### src/rtl/led_serial_receiver.sv
// led_serial_receiver: LSB-first serial shift register with latch-to-output transfer,
// frame length checking and an active-low gated LED output. Rev 1.0
`default_nettype none

module led_serial_receiver #(
   parameter int WIDTH       = 8,
   parameter int SYNC_STAGES = 2
) (
   input  logic             CLOCK_5,
   input  logic             reset,
   input  logic             sdi,
   input  logic             sclk,
   input  logic             latch,
   input  logic             n_output_enable,
   output logic [WIDTH-1:0] data_out,
   output logic [WIDTH-1:0] led_out,
   output logic             frame_valid,
   output logic             frame_error,
   output logic [7:0]       bit_count
);

   localparam logic [1:0] ST_IDLE     = 2'd0;
   localparam logic [1:0] ST_SHIFTING = 2'd1;
   localparam logic [1:0] ST_OVERRUN  = 2'd2;
   localparam logic [7:0] FULL_COUNT  = 8'(WIDTH);

   logic [SYNC_STAGES-1:0] sdi_sync;
   logic [SYNC_STAGES-1:0] sclk_sync;
   logic [SYNC_STAGES-1:0] latch_sync;
   logic [SYNC_STAGES-1:0] noe_sync;
   logic                   sclk_prev;
   logic                   latch_prev;
   logic                   sdi_s;
   logic                   sclk_s;
   logic                   latch_s;
   logic                   noe_s;
   logic                   sclk_edge;
   logic                   latch_edge;
   logic [WIDTH-1:0]       shift_reg;
   logic [WIDTH-1:0]       shift_next;
   logic [7:0]             count_next;
   logic [1:0]             state;

   // sdi shares the sclk depth so the sampled bit is aligned with the detected edge
   always_ff @(posedge CLOCK_5) begin
      if (reset) begin
         sdi_sync   <= '0;
         sclk_sync  <= '0;
         latch_sync <= '0;
         noe_sync   <= '0;
         sclk_prev  <= 1'b0;
         latch_prev <= 1'b0;
      end else begin
         sdi_sync   <= {sdi_sync[SYNC_STAGES-2:0], sdi};
         sclk_sync  <= {sclk_sync[SYNC_STAGES-2:0], sclk};
         latch_sync <= {latch_sync[SYNC_STAGES-2:0], latch};
         noe_sync   <= {noe_sync[SYNC_STAGES-2:0], n_output_enable};
         sclk_prev  <= sclk_s;
         latch_prev <= latch_s;
      end
   end

   assign sdi_s      = sdi_sync[SYNC_STAGES-1];
   assign sclk_s     = sclk_sync[SYNC_STAGES-1];
   assign latch_s    = latch_sync[SYNC_STAGES-1];
   assign noe_s      = noe_sync[SYNC_STAGES-1];
   assign sclk_edge  = sclk_s & ~sclk_prev;
   assign latch_edge = latch_s & ~latch_prev;

   // Shift is resolved before the latch so a coincident edge is included in the frame
   always_comb begin
      shift_next = shift_reg;
      count_next = bit_count;
      if (sclk_edge) begin
         shift_next = {sdi_s, shift_reg[WIDTH-1:1]};
         if (bit_count != 8'hFF) begin
            count_next = bit_count + 8'd1;
         end
      end
   end

   always_ff @(posedge CLOCK_5) begin
      if (reset) begin
         shift_reg   <= '0;
         data_out    <= '0;
         led_out     <= '0;
         bit_count   <= '0;
         frame_valid <= 1'b0;
         frame_error <= 1'b0;
         state       <= ST_IDLE;
      end else begin
         shift_reg   <= shift_next;
         frame_valid <= 1'b0;
         frame_error <= 1'b0;
         led_out     <= noe_s ? '0 : data_out;
         if (latch_edge) begin
            data_out    <= shift_next;
            bit_count   <= '0;
            state       <= ST_IDLE;
            frame_valid <= (count_next == FULL_COUNT);
            frame_error <= (count_next != FULL_COUNT);
         end else begin
            bit_count <= count_next;
            if (sclk_edge) begin
               case (state)
                  ST_IDLE:     state <= ST_SHIFTING;
                  ST_SHIFTING: if (count_next > FULL_COUNT) state <= ST_OVERRUN;
                  ST_OVERRUN:  state <= ST_OVERRUN;
                  default:     state <= ST_IDLE;
               endcase
            end
         end
      end
   end

endmodule

`default_nettype wire
### config.mk
export PLATFORM = sky130hd
export DESIGN_NAME = led_serial_receiver
export DESIGN_NICKNAME = d
export VERILOG_FILES = /design/src/rtl/led_serial_receiver.sv
export SDC_FILE = /design/constraint.sdc
export NUM_CORES = 1
export LEC_CHECK = 0
export CORE_ASPECT_RATIO = 0.9
export CORE_MARGIN = 1.5
export CORE_UTILIZATION = 50
export DETAILED_ROUTE_END_ITERATION = 8
export PLACE_DENSITY = 0.78
export SETUP_SLACK_MARGIN = 0.02
export SLEW_MARGIN = 25
export SYNTH_ARGS = -nofsm -noshare
export SYNTH_HDL_FRONTEND = slang
export SYNTH_SLANG_ARGS = --single-unit
### constraint.sdc
create_clock -name CLOCK_5 -period 2.15 [get_ports CLOCK_5]
set_input_delay 0.3225 -clock CLOCK_5 [delete_from_list [all_inputs] [get_ports CLOCK_5]]
set_output_delay 0.3225 -clock CLOCK_5 [all_outputs]
set_load 0.005 [all_outputs]
==> impl_metrics.tcl <==
set metrics [dict create \
    wl_met1_um 1370 \
    synth_top_area_share_pct 54.9 \
    wl_met3_um 120 \
    clock-skew-final_ns 0.0145 \
    global_route_wire_length_before_repair_um 4860 \
    cts_tree "done" \
    layout.cells.non_filler 248 \
    number_of_remaining_drc_errors 0 \
    crit_arrival_ns 2.08 \
    count_of_antenna_violating_nets_left_after_detailed_routing 0 \
    htree_num_levels 2 \
    design.portCount 32 \
    total_grt_overflow 0 \
    drt_pre_antenna_iters 4 \
    sum_of_negative_setup_slack_ns 0 \
    cts.sinks 44 \
    final_layout_size_suffix_gt1_share_pct 5.83 \
    detail_route.wirelength_um 2930 \
    outcome "finished, final reports clean" \
    detailroute.via_count 1253 \
    number_of_instances_resized_during_post_cts_repair 0 \
    synthArstFlopShare_pct 0 \
    initialDrtViolationCount 57 \
    slew_violations 0 \
    worst_ep_required_time_ns 2.46 \
    area_delta_synth_final_pct 24.3 \
    max_clock_freq_ghz 0.564 \
    route.detailed.vias_per_inst 5.05 \
    antenna_diode_count 0 \
    setup_viol 0 \
    cts_post_setup_buffers_inserted 0 \
    timing.max_cap.violations 0 \
    detail_route.wl_per_cell_um 11.8 \
    ctsHoldBuffers 0 \
    period_minus_slack_ns 1.77 \
    clock_tree.root_cell "clkbuf_4" \
    syn-cell-area_sq_um 1610 \
    final.period_utilization_pct 82.4 \
    synth_cell_type_count 31 \
    timing.critical_path.slowest_cell_delay_ns 0.38 \
    worstPathCellList "ha_1, and2_1, a31o_1, or3b_1, a21oi_2, and4_1" \
    core_region_area_sq_um 3070 \
    synthCells 175 \
    clock_latency_on_the_worst_skew_pair_ns 0.36 \
    max-clock-path-buffers 2 \
    path_class "register to register" \
    routed.top_layer "met4" \
    grt_setup_unrepaired "false" \
    post_synth_most_frequent_cells "dfxtp_1, nand2_1, a21oi_1" \
    start_util_pct 52.3 \
    cts_made_buffers 5 \
    synth_largest_area_cell "dfxtp_1" \
    p_per_area_nw_per_um2 632 \
    synth_edf_count 0 \
    synth.ff_latch_count 44 \
    ys_seq_area_share_pct 54.9 \
    crit_path_end_kind "register" \
    hold_path_class "register to register" \
    via_count_of_the_first_global_routing_pass 1116 \
    total_leakage_power_nw 0.763 \
    grt_start_max_net_pins 21 \
    syn_nets 182 \
    timing.final.hold_violations 0 \
    port_buffers 31 \
    gpl.final_weighted_congestion 0.869 \
    post-synth-top-count-cell "dfxtp_1" \
    syn_area_per_cell_sq_um 9.17 \
    timing.critical_path.slowest_stage_cell "dfxtp_1" \
    synth.yosys.warnings 0 \
    layout.nets 213 \
    max-slew-margin-rel_pct 67.3 \
    ir_drop_mv 0.421 \
    max_slew.worst_pin.slew_ns 0.489 \
    groute.usage.overall_pct 17.7 \
    synth_top_flop_cell "dfxtp_1" \
    post_synth_main_area_contributors "dfxtp_1, nand2_1, nor2b_1" \
    chipHeight_um 56.8 \
    met2RoutedLength_um 1390 \
    crit_start "bit_count[0]$_SDFF_PP0_" \
    critical_path.reg2reg.startpoint "bit_count[0]$_SDFF_PP0_" \
    row_count 19 \
    path_max_fanout 6 \
    post-dp-hpwl_um 2110 \
    grt_antenna_before_repair 0 \
    die_area_sq_um 3560 \
    nFillCells 238 \
    clkSlewWorstSetupHoldPaths_ns 0.12 \
    holdCritStartpoint "sclk_sync[0]$_SDFF_PP0_" \
    die_x_um 62.7 \
    dp.cells 241 \
    cp-start-kind "register" \
]
[critical path, delay by kind of cell (launching register included)]
kind | cells | cell delay (ns)
AOI/OAI and AO/OA | 2 | 0.38
and+or+nand+nor | 3 | 0.72
adders and majority gates | 1 | 0.24
DFF | 1 | 0.38
[per-stage QoR]
| step | setup WS (ns) | instance area [sq um] | power, mW | utilization (%) | hold slack, ns |
|---|---|---|---|---|---|
| floorplan | 0.473 | 1610 | 0.880 | - | 0.414 |
| global placement | 0.453 | 1950 | 0.901 | 63.4 | 0.417 |
| detailed placement | 0.405 | 1950 | 0.904 | 63.4 | 0.427 |
| CTS | 0.378 | 2000 | 1.27 | 65.1 | 0.456 |
| global route | 0.260 | 2000 | 1.32 | 65.1 | 0.472 |
| finish | 0.378 | 2000 | 1.26 | 65.1 | 0.449 |
[cells by family after synthesis]
kind of cell,synth area share (%)
AND/OR/NAND/NOR,30.6
flip-flops,54.9
adder cells (fa/ha/maj),0.779
XOR/XNOR,2.73
buffers and inverters,2.81
multiplexers,0.624
AO/OA/AOI/OAI,7.56
[layout make-up]
cell class	count	area, sq um	share of cell area, %
clock inverter	2	12.5	0.627
timing repair buffer	34	333	16.7
tap	42	52.6	2.63
sequential	44	881	44.1
clock buffer	5	37.5	1.88
multi-input combinational	121	679	34.0
[per-layer routing]
layer | vias up | global-route usage, %
met5 | - | 0
met1 | 587 | 21.5
met2 | 26 | 28.4
met3 | 6 | 6.01
li1 | 634 | -
met4 | 0 | 7.94
[layout by cell type, fill, tap and decap left out, types with 4 or more instances in the layout]
cell / netlist / layout
a21oi_1: 13 / 13
nor2b_1: 12 / 12
clkdlybuf4s50_1: 0 / 31
and2_1: 10 / 10
xor2_1: 4 / 4
nor2_1: 10 / 10
nand2_1: 36 / 36
clkbuf_4: 0 / 5
nand3b_1: 8 / 8
dfxtp_1: 44 / 44
nand2b_1: 5 / 5
[report_power, final]
group | internal, mW | switching [mW]
Sequential | 0.825 | 0.00491
Combinational | 0.0254 | 0.0293
Clock | 0.119 | 0.257
Total | 0.970 | 0.291
[final timing paths]
path                             end  slack (ns)  depth (start not counted)
max reg2reg   frame_valid$_SDFF_PP0_        0.38                          6
min          sclk_sync[1]$_SDFF_PP0_        0.45                          1
min reg2reg  sclk_sync[1]$_SDFF_PP0_        0.45                          1
max           frame_valid$_SDFF_PP0_        0.38                          6
Note: power is estimated with default switching activity, not from simulation.
